File: src/rtl/lsu_ctrl.sv
// Load/store unit controller: turns EXU memory requests into arbiter bus transactions.
// Optional LSU_MISALIGN_CHECK_EN rejects misaligned halfword/word accesses without touching the bus.
module lsu_ctrl #(
  parameter int TIMEOUT_CYC = 255
) (
  input  logic        clk,
  input  logic        rst,
  input  logic        req_valid,
  output logic        req_ready,
  input  logic        req_wr,
  input  logic [2:0]  req_op,
  input  logic [31:0] req_addr,
  input  logic [31:0] req_wdata,
  output logic        resp_valid,
  input  logic        resp_ready,
  output logic [31:0] resp_rdata,
  output logic        resp_err,
  output logic [2:0]  m_memop,
  output logic [31:0] m_araddr,
  output logic        m_arvalid,
  input  logic        m_arready,
  input  logic [31:0] m_rdata,
  output logic [31:0] m_awaddr,
  output logic        m_awvalid,
  input  logic        m_awready,
  output logic [31:0] m_wdata,
  output logic [3:0]  m_wstrb,
  input  logic        m_memfinish
);

  localparam int CW = (TIMEOUT_CYC < 2) ? 1 : $clog2(TIMEOUT_CYC + 1);
  localparam logic [CW-1:0] CNT_LAST = CW'(TIMEOUT_CYC - 1);

  typedef enum logic [2:0] {
    IDLE    = 3'd0,
    RD_ADDR = 3'd1,
    RD_WAIT = 3'd2,
    WR_ADDR = 3'd3,
    WR_WAIT = 3'd4,
    RESP    = 3'd5
  } state_t;

  state_t        state_reg, state_next;
  logic [2:0]    op_reg, op_next;
  logic [31:0]   addr_reg, addr_next;
  logic [31:0]   wdata_reg, wdata_next;
  logic [3:0]    wstrb_reg, wstrb_next;
  logic [31:0]   rdata_reg, rdata_next;
  logic          err_reg, err_next;
  logic [CW-1:0] cnt_reg, cnt_next;

  logic [31:0]   wdata_rep;
  logic [3:0]    wstrb_calc;
  logic [31:0]   load_data;
  logic          op_legal;
  logic          misaligned;
  logic          timeout;

  // Store data replicated into every lane, strobes select the lanes actually written
  generate
    for (genvar gi = 0; gi < 4; gi++) begin : g_lane
      assign wdata_rep[8*gi +: 8] = (req_op[1:0] == 2'b00) ? req_wdata[7:0] :
                                    (req_op[1:0] == 2'b01) ? req_wdata[8*(gi%2) +: 8] :
                                                             req_wdata[8*gi +: 8];
      assign wstrb_calc[gi] = (req_op[1:0] == 2'b00) ? (req_addr[1:0] == 2'(gi)) :
                              (req_op[1:0] == 2'b01) ? (req_addr[1] == 1'(gi / 2)) :
                                                       1'b1;
    end
  endgenerate

  always_comb begin
    op_legal = 1'b0;
    if (req_wr) begin
      op_legal = (req_op == 3'b000) || (req_op == 3'b001) || (req_op == 3'b010);
    end else begin
      op_legal = (req_op == 3'b000) || (req_op == 3'b001) || (req_op == 3'b010) ||
                 (req_op == 3'b100) || (req_op == 3'b101);
    end
  end

`ifdef LSU_MISALIGN_CHECK_EN
  always_comb begin
    misaligned = 1'b0;
    if (req_op[1:0] == 2'b01) begin
      misaligned = req_addr[0];
    end else if (req_op[1:0] == 2'b10) begin
      misaligned = (req_addr[1:0] != 2'b00);
    end
  end
`else
  assign misaligned = 1'b0;
`endif

  // Lane extraction uses the registered address/op; op[2] selects zero extension
  always_comb begin
    logic [7:0]  byte_sel;
    logic [15:0] half_sel;
    byte_sel  = 8'h00;
    half_sel  = 16'h0000;
    load_data = 32'h0;
    case (addr_reg[1:0])
      2'b00:   byte_sel = m_rdata[7:0];
      2'b01:   byte_sel = m_rdata[15:8];
      2'b10:   byte_sel = m_rdata[23:16];
      default: byte_sel = m_rdata[31:24];
    endcase
    half_sel = addr_reg[1] ? m_rdata[31:16] : m_rdata[15:0];
    case (op_reg[1:0])
      2'b00:   load_data = {{24{byte_sel[7] & ~op_reg[2]}}, byte_sel};
      2'b01:   load_data = {{16{half_sel[15] & ~op_reg[2]}}, half_sel};
      default: load_data = m_rdata;
    endcase
  end

  assign timeout = (cnt_reg == CNT_LAST);

  always_comb begin
    state_next = state_reg;
    op_next    = op_reg;
    addr_next  = addr_reg;
    wdata_next = wdata_reg;
    wstrb_next = wstrb_reg;
    rdata_next = rdata_reg;
    err_next   = err_reg;
    cnt_next   = cnt_reg;

    case (state_reg)
      IDLE: begin
        if (req_valid) begin
          op_next    = req_op;
          addr_next  = req_addr;
          wdata_next = req_wr ? wdata_rep : 32'h0;
          wstrb_next = 4'b0000;
          rdata_next = 32'h0;
          err_next   = 1'b0;
          cnt_next   = '0;
          if (!op_legal || misaligned) begin
            err_next   = 1'b1;
            state_next = RESP;
          end else if (req_wr) begin
            wstrb_next = wstrb_calc;
            state_next = WR_ADDR;
          end else begin
            state_next = RD_ADDR;
          end
        end
      end

      RD_ADDR: begin
        cnt_next = cnt_reg + 1'b1;
        if (timeout) begin
          err_next   = 1'b1;
          state_next = RESP;
        end else if (m_arready && m_memfinish) begin
          rdata_next = load_data;
          state_next = RESP;
        end else if (m_arready) begin
          state_next = RD_WAIT;
        end
      end

      RD_WAIT: begin
        cnt_next = cnt_reg + 1'b1;
        if (timeout) begin
          err_next   = 1'b1;
          state_next = RESP;
        end else if (m_memfinish) begin
          rdata_next = load_data;
          state_next = RESP;
        end
      end

      WR_ADDR: begin
        cnt_next = cnt_reg + 1'b1;
        if (timeout) begin
          err_next   = 1'b1;
          state_next = RESP;
        end else if (m_awready && m_memfinish) begin
          state_next = RESP;
        end else if (m_awready) begin
          state_next = WR_WAIT;
        end
      end

      WR_WAIT: begin
        cnt_next = cnt_reg + 1'b1;
        if (timeout) begin
          err_next   = 1'b1;
          state_next = RESP;
        end else if (m_memfinish) begin
          state_next = RESP;
        end
      end

      RESP: begin
        if (resp_ready) begin
          state_next = IDLE;
        end
      end

      default: state_next = IDLE;
    endcase
  end

  always_ff @(posedge clk) begin
    if (rst) begin
      state_reg <= IDLE;
      op_reg    <= 3'b000;
      addr_reg  <= 32'h0;
      wdata_reg <= 32'h0;
      wstrb_reg <= 4'b0000;
      rdata_reg <= 32'h0;
      err_reg   <= 1'b0;
      cnt_reg   <= '0;
    end else begin
      state_reg <= state_next;
      op_reg    <= op_next;
      addr_reg  <= addr_next;
      wdata_reg <= wdata_next;
      wstrb_reg <= wstrb_next;
      rdata_reg <= rdata_next;
      err_reg   <= err_next;
      cnt_reg   <= cnt_next;
    end
  end

  assign req_ready  = (state_reg == IDLE);
  assign resp_valid = (state_reg == RESP);
  assign resp_rdata = rdata_reg;
  assign resp_err   = err_reg;
  assign m_memop    = op_reg;
  assign m_araddr   = {addr_reg[31:2], 2'b00};
  assign m_awaddr   = {addr_reg[31:2], 2'b00};
  assign m_arvalid  = (state_reg == RD_ADDR);
  assign m_awvalid  = (state_reg == WR_ADDR);
  assign m_wdata    = wdata_reg;
  assign m_wstrb    = wstrb_reg;

endmodule

File: config.mk
export PLATFORM = sky130hd
export DESIGN_NAME = lsu_ctrl
export DESIGN_NICKNAME = d
export VERILOG_FILES = /design/src/rtl/lsu_ctrl.sv
export SDC_FILE = /design/constraint.sdc
export NUM_CORES = 1
export LEC_CHECK = 0
export ABC_CLOCK_PERIOD_IN_PS = 1800
export CAP_MARGIN = 20
export CORE_MARGIN = 3
export CORE_UTILIZATION = 30
export DETAILED_ROUTE_END_ITERATION = 16
export PLACE_DENSITY_LB_ADDON = 0.05
export SYNTH_ARGS = -nofsm -noshare
export SYNTH_HDL_FRONTEND = slang
export SYNTH_SLANG_ARGS = --single-unit
File: constraint.sdc
create_clock -name clk -period 1.8 [get_ports clk]
set_clock_uncertainty 0.1 [all_clocks]
set_input_delay 0.27 -clock clk [delete_from_list [all_inputs] [get_ports clk]]
set_output_delay 0.27 -clock clk [all_outputs]
set_load 0.01 [all_outputs]
# Word level (Yosys, flattened, before mapping)
# Cells that the tools add are included.
classes:
  n_bitwise: 4
  add_sub_neg: 1
  eq_ne: 27
  reduce_logical: 21
  n_mux: 43
ops:
  columns: ["operator", "n"]
  rows:
  - ["$mux W32", 6]
  - ["$pmux W32 S3", 1]
  - ["$pmux W32 S2", 1]
  - ["$mux W8", 6]
  - ["$mux W3", 11]
  - ["$pmux W8 S3", 1]
  - ["$mux W16", 1]
  - ["$pmux W8 S2", 1]
  - ["$pmux W3 S5", 1]
  - ["$eq A3 B3 Y1 const B", 4]
  - ["$mux W1", 10]
  - ["$eq A3 B2 Y1 const B", 3]
  - ["$add A8 B1 Y8 const B", 1]
  - ["$eq A2 B1 Y1 const B", 4]
  - ["$eq A8 B8 Y1 const B", 1]
  - ["$logic_not A2 Y1", 4]
  - ["$mux W4", 2]
  - ["$ne A2 B2 Y1 const B", 4]
  - ["$ne A4 B1 Y1 const B", 2]
  - ["$eq A2 B2 Y1 const B", 3]
  - ["$eq A3 B1 Y1 const B", 2]
  - ["$logic_not A3 Y1", 2]
  - ["$ne A2 B1 Y1 const B", 3]
  - ["$reduce_and A6 Y1", 1]
  - ["14 further kinds", 21]
totals:
  reg_bits: 115
  word_cells: 104
  out_inout_bits: 140

# Logic depth before layout (Yosys ltp)
# Gate-level depths: netlist (run 1).
logic_depth:
  ltp_word: 9
  ltp_mapped: 7
  depth_no_buf: 6

# Worst setup path before layout (run 1)
# No wires, ideal clock.
synth_path:
  path_type: "register -> register"
  startpoint: "register cnt_reg[0]"
  endpoint: "register rdata_reg[2], in the netlist resp_rdata[2]"
  t_arrival_ps: 1686
  n_path_buf: 1
  period_less_slack_ps: 1906
  slack_ps: -106
  t_required_ps: 1579
  path_stages_with_launch: 8
  setup_ps: 121
  cell_sequence: "dfxtp_1 -> inv_1 -> ha_1 -> nand3_1 -> o211ai_1 -> a22oi_2 -> buf_4 -> mux2_2"
synth_via:
  elab_chain_cells: 3
synth_rtl:
  columns: ["element", "line_no", "text"]
  rows:
  - ["from (decl)", "50", "logic [CW-1:0] cnt_reg, cnt_next;"]
  - ["from (signal assigned)", "223", "cnt_reg <= cnt_next;"]
  - ["$eq A8 B8 Y1 (*)", "115", "assign timeout = (cnt_reg == CNT_LAST);"]
  - ["$ne A2 B2 Y1 (no line)", null, null]
  - ["$reduce_and A6 Y1 (no line) (*)", null, null]
  - ["to (signal assigned)", "221", "rdata_reg <= rdata_next;"]
  - ["to (decl)", "48", "logic [31:0] rdata_reg, rdata_next;"]
# Mark *: on every way between the ends. The rest lies on a longest branch, timed or not.
# A chain may end at the register's enable or synchronous reset.

# Worst setup path after layout (run 1)
layout_path:
  startpoint: "register state_reg[0]"
  endpoint: "register rdata_reg[5], in the netlist resp_rdata[5]"
layout_via:
  elab_chain_cells: 3
layout_rtl:
  columns: ["element", "line_no", "text"]
  rows:
  - ["from (decl)", "43", "state_t state_reg, state_next;"]
  - ["from (signal assigned)", "216", "state_reg <= state_next;"]
  - ["$eq A3 B2 Y1 (tied with other cells)", "127", "case (state_reg)"]
  - ["$ne A2 B2 Y1 (no line) (tied with other cells)", null, null]
  - ["$reduce_and A6 Y1 (no line)", null, null]
# Several ways; a longest one is shown, not always the timed one.

==> run_results.csv, run 1 <==
group,metric,value,unit
status,status,"finished clean",
detailed_routing,drt-total-wl,22100,um
setup_path,critPathKind,"reg2reg",
synth,synth-async-reset-ratio,0,
detailed_routing,drt_iter0_markers,199,
floorplan,dieHeight,149,um
clock_tree,numCtsBuffers,17,
clock_tree,clkTransAtPathRegs,60,ps
floorplan,core_area,19800,um^2
floorplan,die_x,149,um
place,portBuffers,242,
global_routing,overflow,0,
floorplan,rows,51,
place,dp_slack,-295,ps
power,combPwrFrac,0.508,
detailed_routing,avgViaCountPerCell,4.87,
power,switching_power,4.64,mW
setup_path,crit_path_end_kind,"flip-flop",
clock_tree,cts_root_buf,"clkbuf_16",
power,power.share.switching,0.343,
clock_tree,cts_tree,"done",
synth,syn_avg_cell_area,8.46,um^2
synth,synth-edff-count,0,
synth,synth_top_area_share,0.376,
power,intPower,8.90,mW
hold_path,hold_path.class,"in2reg",
synth,ys_seq_area_frac,0.376,
synth,yosys_warnings,0,
power,power_density,1330,nW/um^2
synth,yosysTopAreaCell,"dfxtp_1",
floorplan,dieArea,22200,um^2
power,clock_power_share,0.240,
setup_path,cp.arrival,1990,ps
cells_and_area,fin_nets,1101,
detailed_routing,drc,0,
detailed_routing,drt.antenna.violating_nets,0,
cells_and_area,layout-drive-gt1-share,0.223,
global_routing,grt_max_degree,42,
detailed_routing,wl_per_cell,17.4,um
place,gp_congestion,0.871,
timing,post-route-period-util,0.997,
floorplan,start_util,0.310,
synth,yosys-top-cells-area,"dfxtp_1, mux2i_1, nand2_1",
cells_and_area,final_cell_mix,"clkdlybuf4s50_1, nand2_1, dfxtp_1",
synth,netlist_area,6130,um^2
job,maxCapViolations,0,
detailed_routing,firstDrtPassIters,5,
power,p_leak,3.92,nW
global_routing,globalRouteTotalUtil,0.186,
clock_tree,clk_latency,420,ps
global_routing,grt_pass1_vias,6318,
timing,fin_tns_setup,0,ps
cells_and_area,nFillCells,1848,
place,hpwl,15800,um
synth,synth_flop_cell,"dfxtp_1",
cells_and_area,layout_commonest_cell,"clkdlybuf4s50_1",
timing,grt_setup_unrepaired,"true",
synth,synthCells,724,
floorplan,io_pins,247,
timing,finalHoldViolCount,0,
setup_path,cp_max_fo,7,
global_routing,grt_pass1_wl,33100,um
timing,slew-limit-headroom,0.656,
setup_path,cp-start-kind,"flip-flop",
synth,synth_seq_cells,115,
power,p_seq_frac,0.251,
detailed_routing,vias,6181,
synth,netlist-cell-type-count,63,
clock_tree,cts_buffer_depth,2,
timing,drv_slew,0,
clock_tree,clock_sinks,115,
power,peakVddDrop,679,uV
timing,fin_ws,4.53,ps
clock_tree,htreeDepth,4,
global_routing,antenna_found_initial,1,
timing,setup-violations-final,0,
timing,fmax,0.557,GHz
timing,worstMarginPinSlew,502,ps
timing,finalCriticalPeriod,1800,ps
setup_path,required,1990,ps
cells_and_area,area_growth,66.3,%
cells_and_area,num_antenna_cells,0,
==> stage by stage <==
step / hold WS [ps] / utilization / instance area (um^2) / total power [mW] / cells
2_1_floorplan: 296 / - / 6160 / 6.57 / 727
4_1_cts: 180 / 0.496 / 9810 / 12.7 / 1255
3_5_place_dp: 343 / 0.458 / 9060 / 9.07 / 1216
6_report: 199 / 0.515 / 10200 / 13.5 / 1270
5_1_grt: 203 / 0.515 / 10200 / 14.3 / 1270
3_3_place_gp: 337 / 0.458 / 9060 / 8.98 / 1216
==> power by group through the flow <==
| stage | clock (mW) | combinational [mW] | sequential (mW) |
|---|---|---|---|
| 2_1_floorplan | 0 | 3.13 | 3.44 |
| 4_1_cts | 3.32 | 6.00 | 3.40 |
| 6_report | 3.25 | 6.88 | 3.40 |
| 3_5_place_dp | 0 | 5.66 | 3.41 |
| 3_3_place_gp | 0 | 5.59 | 3.39 |
| 5_1_grt | 3.44 | 7.35 | 3.46 |
==> area by class of cell <==
type                       count  area [um^2]  area share
clock buffer                  23          488      0.0479
clock inverter                 9         78.8     0.00773
inverter                      16         60.1     0.00589
multi-input combinational    480         3250       0.319
sequential                   115         2320       0.228
tap                          265          332      0.0325
timing repair buffer         362         3660       0.359
==> critical path: stages, from the launching register on <==
cell,delay (ps)
dfxtp_4,400
buf_4,130
buf_4,130
o21ai_1,80
a22oi_2,210
buf_6,150
buf_12,140
mux2_1,330
==> worst paths after layout <==
check	from	end	slack, ps	cells past startpoint
setup reg to reg	state_reg[0]	resp_rdata[5]	5	7
hold reg to reg	m_wdata[17]	m_wdata[17]	350	2
setup / recovery	state_reg[0]	resp_rdata[5]	5	7
hold / removal	rst	cnt_reg[0]	200	3
==> synthesized netlist by cell type (2+ instances only) <==
| cell | n |
|---|---|
| nor2_1 | 38 |
| a22oi_1 | 16 |
| buf_6 | 3 |
| or4_1 | 3 |
| a22o_1 | 8 |
| mux2i_1 | 53 |
| or3b_2 | 2 |
| ha_1 | 2 |
| buf_2 | 12 |
| mux2_1 | 2 |
| a31oi_1 | 2 |
| nand2_1 | 135 |
| or3_1 | 2 |
| nor3_1 | 2 |
| o211ai_1 | 14 |
| o22ai_1 | 8 |
| nand2b_1 | 4 |
| nand3_1 | 8 |
| mux4_2 | 8 |
| a211oi_1 | 5 |
| xor2_1 | 2 |
| a2111oi_0 | 9 |
| a21o_1 | 2 |
| a21oi_1 | 55 |
| nor2b_1 | 12 |
| o21ai_1 | 2 |
| clkbuf_1 | 33 |
| or3b_1 | 5 |
| inv_1 | 15 |
| buf_4 | 67 |
| nand4_1 | 8 |
| mux2_2 | 8 |
| nor2_2 | 2 |
| o311ai_0 | 2 |
| dfxtp_1 | 115 |
| o21ai_0 | 32 |
| a221o_1 | 2 |
==> cell families (layout without fill, tap and decap cells) <==
family	Yosys count	after routing	share of synthesized area
buffers and inverters	132	410	0.128
flip-flops	115	115	0.376
AND/OR/NAND/NOR	235	235	0.179
adder cells (fa/ha/maj)	2	2	0.00408
AO/OA/AOI/OAI	164	164	0.169
other	1	4	0.000612
multiplexers	71	71	0.134
XOR/XNOR	4	4	0.00878
==> routing by layer <==
layer / global-route usage / part of all wire / wire length (um) / vias to the layer above
met1: 0.219 / 0.41 / 9000 / 2902
met4: 0.0664 / 0.023 / 509 / 2
met2: 0.319 / 0.50 / 11000 / 225
met5: 0 / 0.00059 / 13 / -
li1: - / - / - / 3013
met3: 0.0599 / 0.068 / 1500 / 39
==> repair_timing <==
action,CTS,global route
setup endpoints to repair,115,105
pin swaps,4,10
hold buffers,0,0
buffers inserted,4,7
cloned,3,8
resized for setup,42,67
No activity file was read; power rests on OpenSTA's default activity.
==> run 2, diff against run 1 <==
- GPL_ROUTABILITY_DRIVEN: not set -> 0
==> results of run 2 <==
Final layout, timing and power as in run 1 (identical DEF).
==> run 3, diff against run 2 <==
- ABC_AREA: not set -> 1
==> run 3 against run 2 <==
The run now ends with setup timing left. Hold slack worse by 93 ps. First-iteration DRC count is 82% higher. Final area fell by 9.9%. Combinational power down 23%. Power is 10% lower. Setup slack got worse by 49 ps. Cell count shrank 2.7%. Sequential power decreased by 1%. Wire length decreased by 10%. Largest power group unchanged.
==> run_results.csv, run 3 <==
group,metric,value,unit
status,status,"finished, violations left",
status,violations,"setup timing",
power,p_seq_frac,0.275,
floorplan,dieHeight,147,um
floorplan,io_pins,247,
detailed_routing,drc,0,
detailed_routing,avgViaCountPerCell,4.61,
timing,fin_tns_setup,-152,ps
synth,netlist_area,5920,um^2
floorplan,start_util,0.311,
job,maxCapViolations,0,
timing,fin_ws,-44.4,ps
power,power.share.switching,0.358,
power,peakVddDrop,856,uV
timing,drv_slew,0,
synth,yosysTopAreaCell,"dfxtp_1",
power,power,12.2,mW
detailed_routing,drt_iter0_markers,363,
cells_and_area,final_cell_mix,"clkdlybuf4s50_1, nand2_1, dfxtp_1",
floorplan,rows,50,
global_routing,grt_max_degree,39,
cells_and_area,final_core_util,0.483,
timing,fmax,0.542,GHz
detailed_routing,drt-total-wl,19800,um
synth,synth_flop_cell,"dfxtp_1",
cells_and_area,fin_nets,1073,
clock_tree,cts_root_buf,"clkbuf_16",
clock_tree,cts_buffer_depth,2,
cells_and_area,fin_cells,1236,
synth,yosys-top-cells-area,"dfxtp_1, nand2_1, buf_4",
synth,synth-edff-count,0,
setup_path,cp_max_fo,7,
global_routing,overflow,0,
detailed_routing,met3_length,1220,um
power,p_leak,3.61,nW
cells_and_area,area_growth,55.0,%
detailed_routing,vias,5700,
setup_path,critPathKind,"reg2reg",
clock_tree,numCtsBuffers,17,
clock_tree,clk_latency,410,ps
cells_and_area,layout_commonest_cell,"clkdlybuf4s50_1",
clock_tree,clkTransAtPathRegs,50,ps
synth,synth_seq_cells,115,
floorplan,core_area,19000,um^2
detailed_routing,wl_met1,8620,um
clock_tree,clock_sinks,115,
detailed_routing,wl_per_cell,16.0,um
clock_tree,cts_hold_buf,0,
power,power_density,1330,nW/um^2
setup_path,required,1990,ps
timing,setup-violations-final,7,
setup_path,cp.arrival,2030,ps
detailed_routing,routed.top_layer,"met5",
global_routing,grt_pass1_vias,5692,
synth,ys_seq_area_frac,0.389,
cells_and_area,nFillCells,1884,
power,combPwrFrac,0.436,
power,clock_power_share,0.289,
global_routing,globalRouteTotalUtil,0.181,
timing,post-route-period-util,1.02,
detailed_routing,drt.antenna.violating_nets,0,
place,place_inst,1201,
synth,netlist-cell-type-count,42,
setup_path,cp-start-kind,"flip-flop",
synth,yosys_warnings,0,
setup_path,crit_path_end_kind,"flip-flop",
cells_and_area,num_antenna_cells,0,
floorplan,dieArea,21500,um^2
power,intPower,7.82,mW
synth,netlist_top_cells_count,"nand2_1, dfxtp_1, buf_4, inv_1, o21ai_0",
synth,synth_top_area_share,0.389,
power,switching_power,4.36,mW
detailed_routing,firstDrtPassIters,5,
hold_path,hold_path.class,"in2reg",
timing,finalCriticalPeriod,1840,ps
synth,syn_avg_cell_area,7.87,um^2
timing,grt_setup_unrepaired,"true",
synth,synthCells,752,
global_routing,grt_pass1_wl,31100,um
synth,synth-async-reset-ratio,0,
timing,finalHoldViolCount,0,
detailed_routing,wl_met2,9660,um
clock_tree,cts_tree,"done",
cells_and_area,layout-drive-gt1-share,0.194,
clock_tree,htreeDepth,4,
synth,synthMostInstantiatedCell,"nand2_1",
floorplan,die_x,147,um
place,hpwl,15000,um
place,portBuffers,242,
global_routing,antenna_found_initial,2,
-- run 3: logic make-up after synthesis --
group,count (synthesis),synth area share
flops,115,0.389
compound gates,190,0.208
simple gates,275,0.232
fa+ha+maj,2,0.00422
buf+inv,168,0.165
xor+xnor,1,0.00148
other cells,1,0.000633
-- run 3: metal layers --
layer	global-route usage	vias up
met5	0	-
met4	0.0470	2
met3	0.0497	19
met2	0.301	181
met1	0.232	2648
li1	-	2850
-- run 3: per-stage QoR --
stage                     setup slack, ps  hold slack [ps]  area [um^2]
after floorplan                      84.2              283         5930
after global placement              -89.5              340         8380
after detailed placement             -128              344         8380
after CTS                           -35.9             93.6         9080
after global routing                 -101              111         9180
final                               -44.4              106         9180
-- run 3: power groups by stage --
stage / Clock (mW) / Combinational [mW] / Sequential, mW
finish: 3.52 / 5.31 / 3.35
global route: 3.74 / 5.76 / 3.40
CTS: 3.61 / 5.12 / 3.34
detailed placement: 0 / 4.89 / 3.38
global placement: 0 / 4.84 / 3.37
floorplan: 0 / 3.05 / 3.39
-- run 3: cell type report --
| type | count | area, um^2 | share of cell area |
|---|---|---|---|
| inverters | 69 | 268 | 0.0292 |
| well taps | 260 | 325 | 0.0354 |
| multi-input cells | 473 | 2770 | 0.302 |
| repair buffers | 288 | 2890 | 0.315 |
| clock buffers | 23 | 498 | 0.0542 |
| clock inverters | 8 | 124 | 0.0135 |
| flip-flops and latches | 115 | 2310 | 0.251 |
-- run 3: timing repair --
item | CTS | global route
gates resized for setup | 29 | 29
setup endpoints to repair | 38 | 43
pin swaps | 5 | 13
setup buffers | 1 | 2
gates cloned | 1 | 0
-- run 3: path summary, 6_finish.rpt --
check              start              to  slack (ps)  cells past startpoint
max           cnt_reg[0]  resp_rdata[14]         -40                     11
min                  rst      m_wstrb[0]         110                      2
max reg2reg   cnt_reg[0]  resp_rdata[14]         -40                     11
min reg2reg  m_wdata[25]     m_wdata[25]         350                      2
-- run 3: worst max-delay path, cell delays in order, from the launching register on --
cell and delay [ps]:
dfxtp_2 320, inv_2 70, ha_4 120, nand2_2 50
nor2_2 110, nand2_2 110, nand2_2 90, nand2_2 60
nand3_4 180, clkinvlp_4 280, nand3_2 180, a21oi_2 60
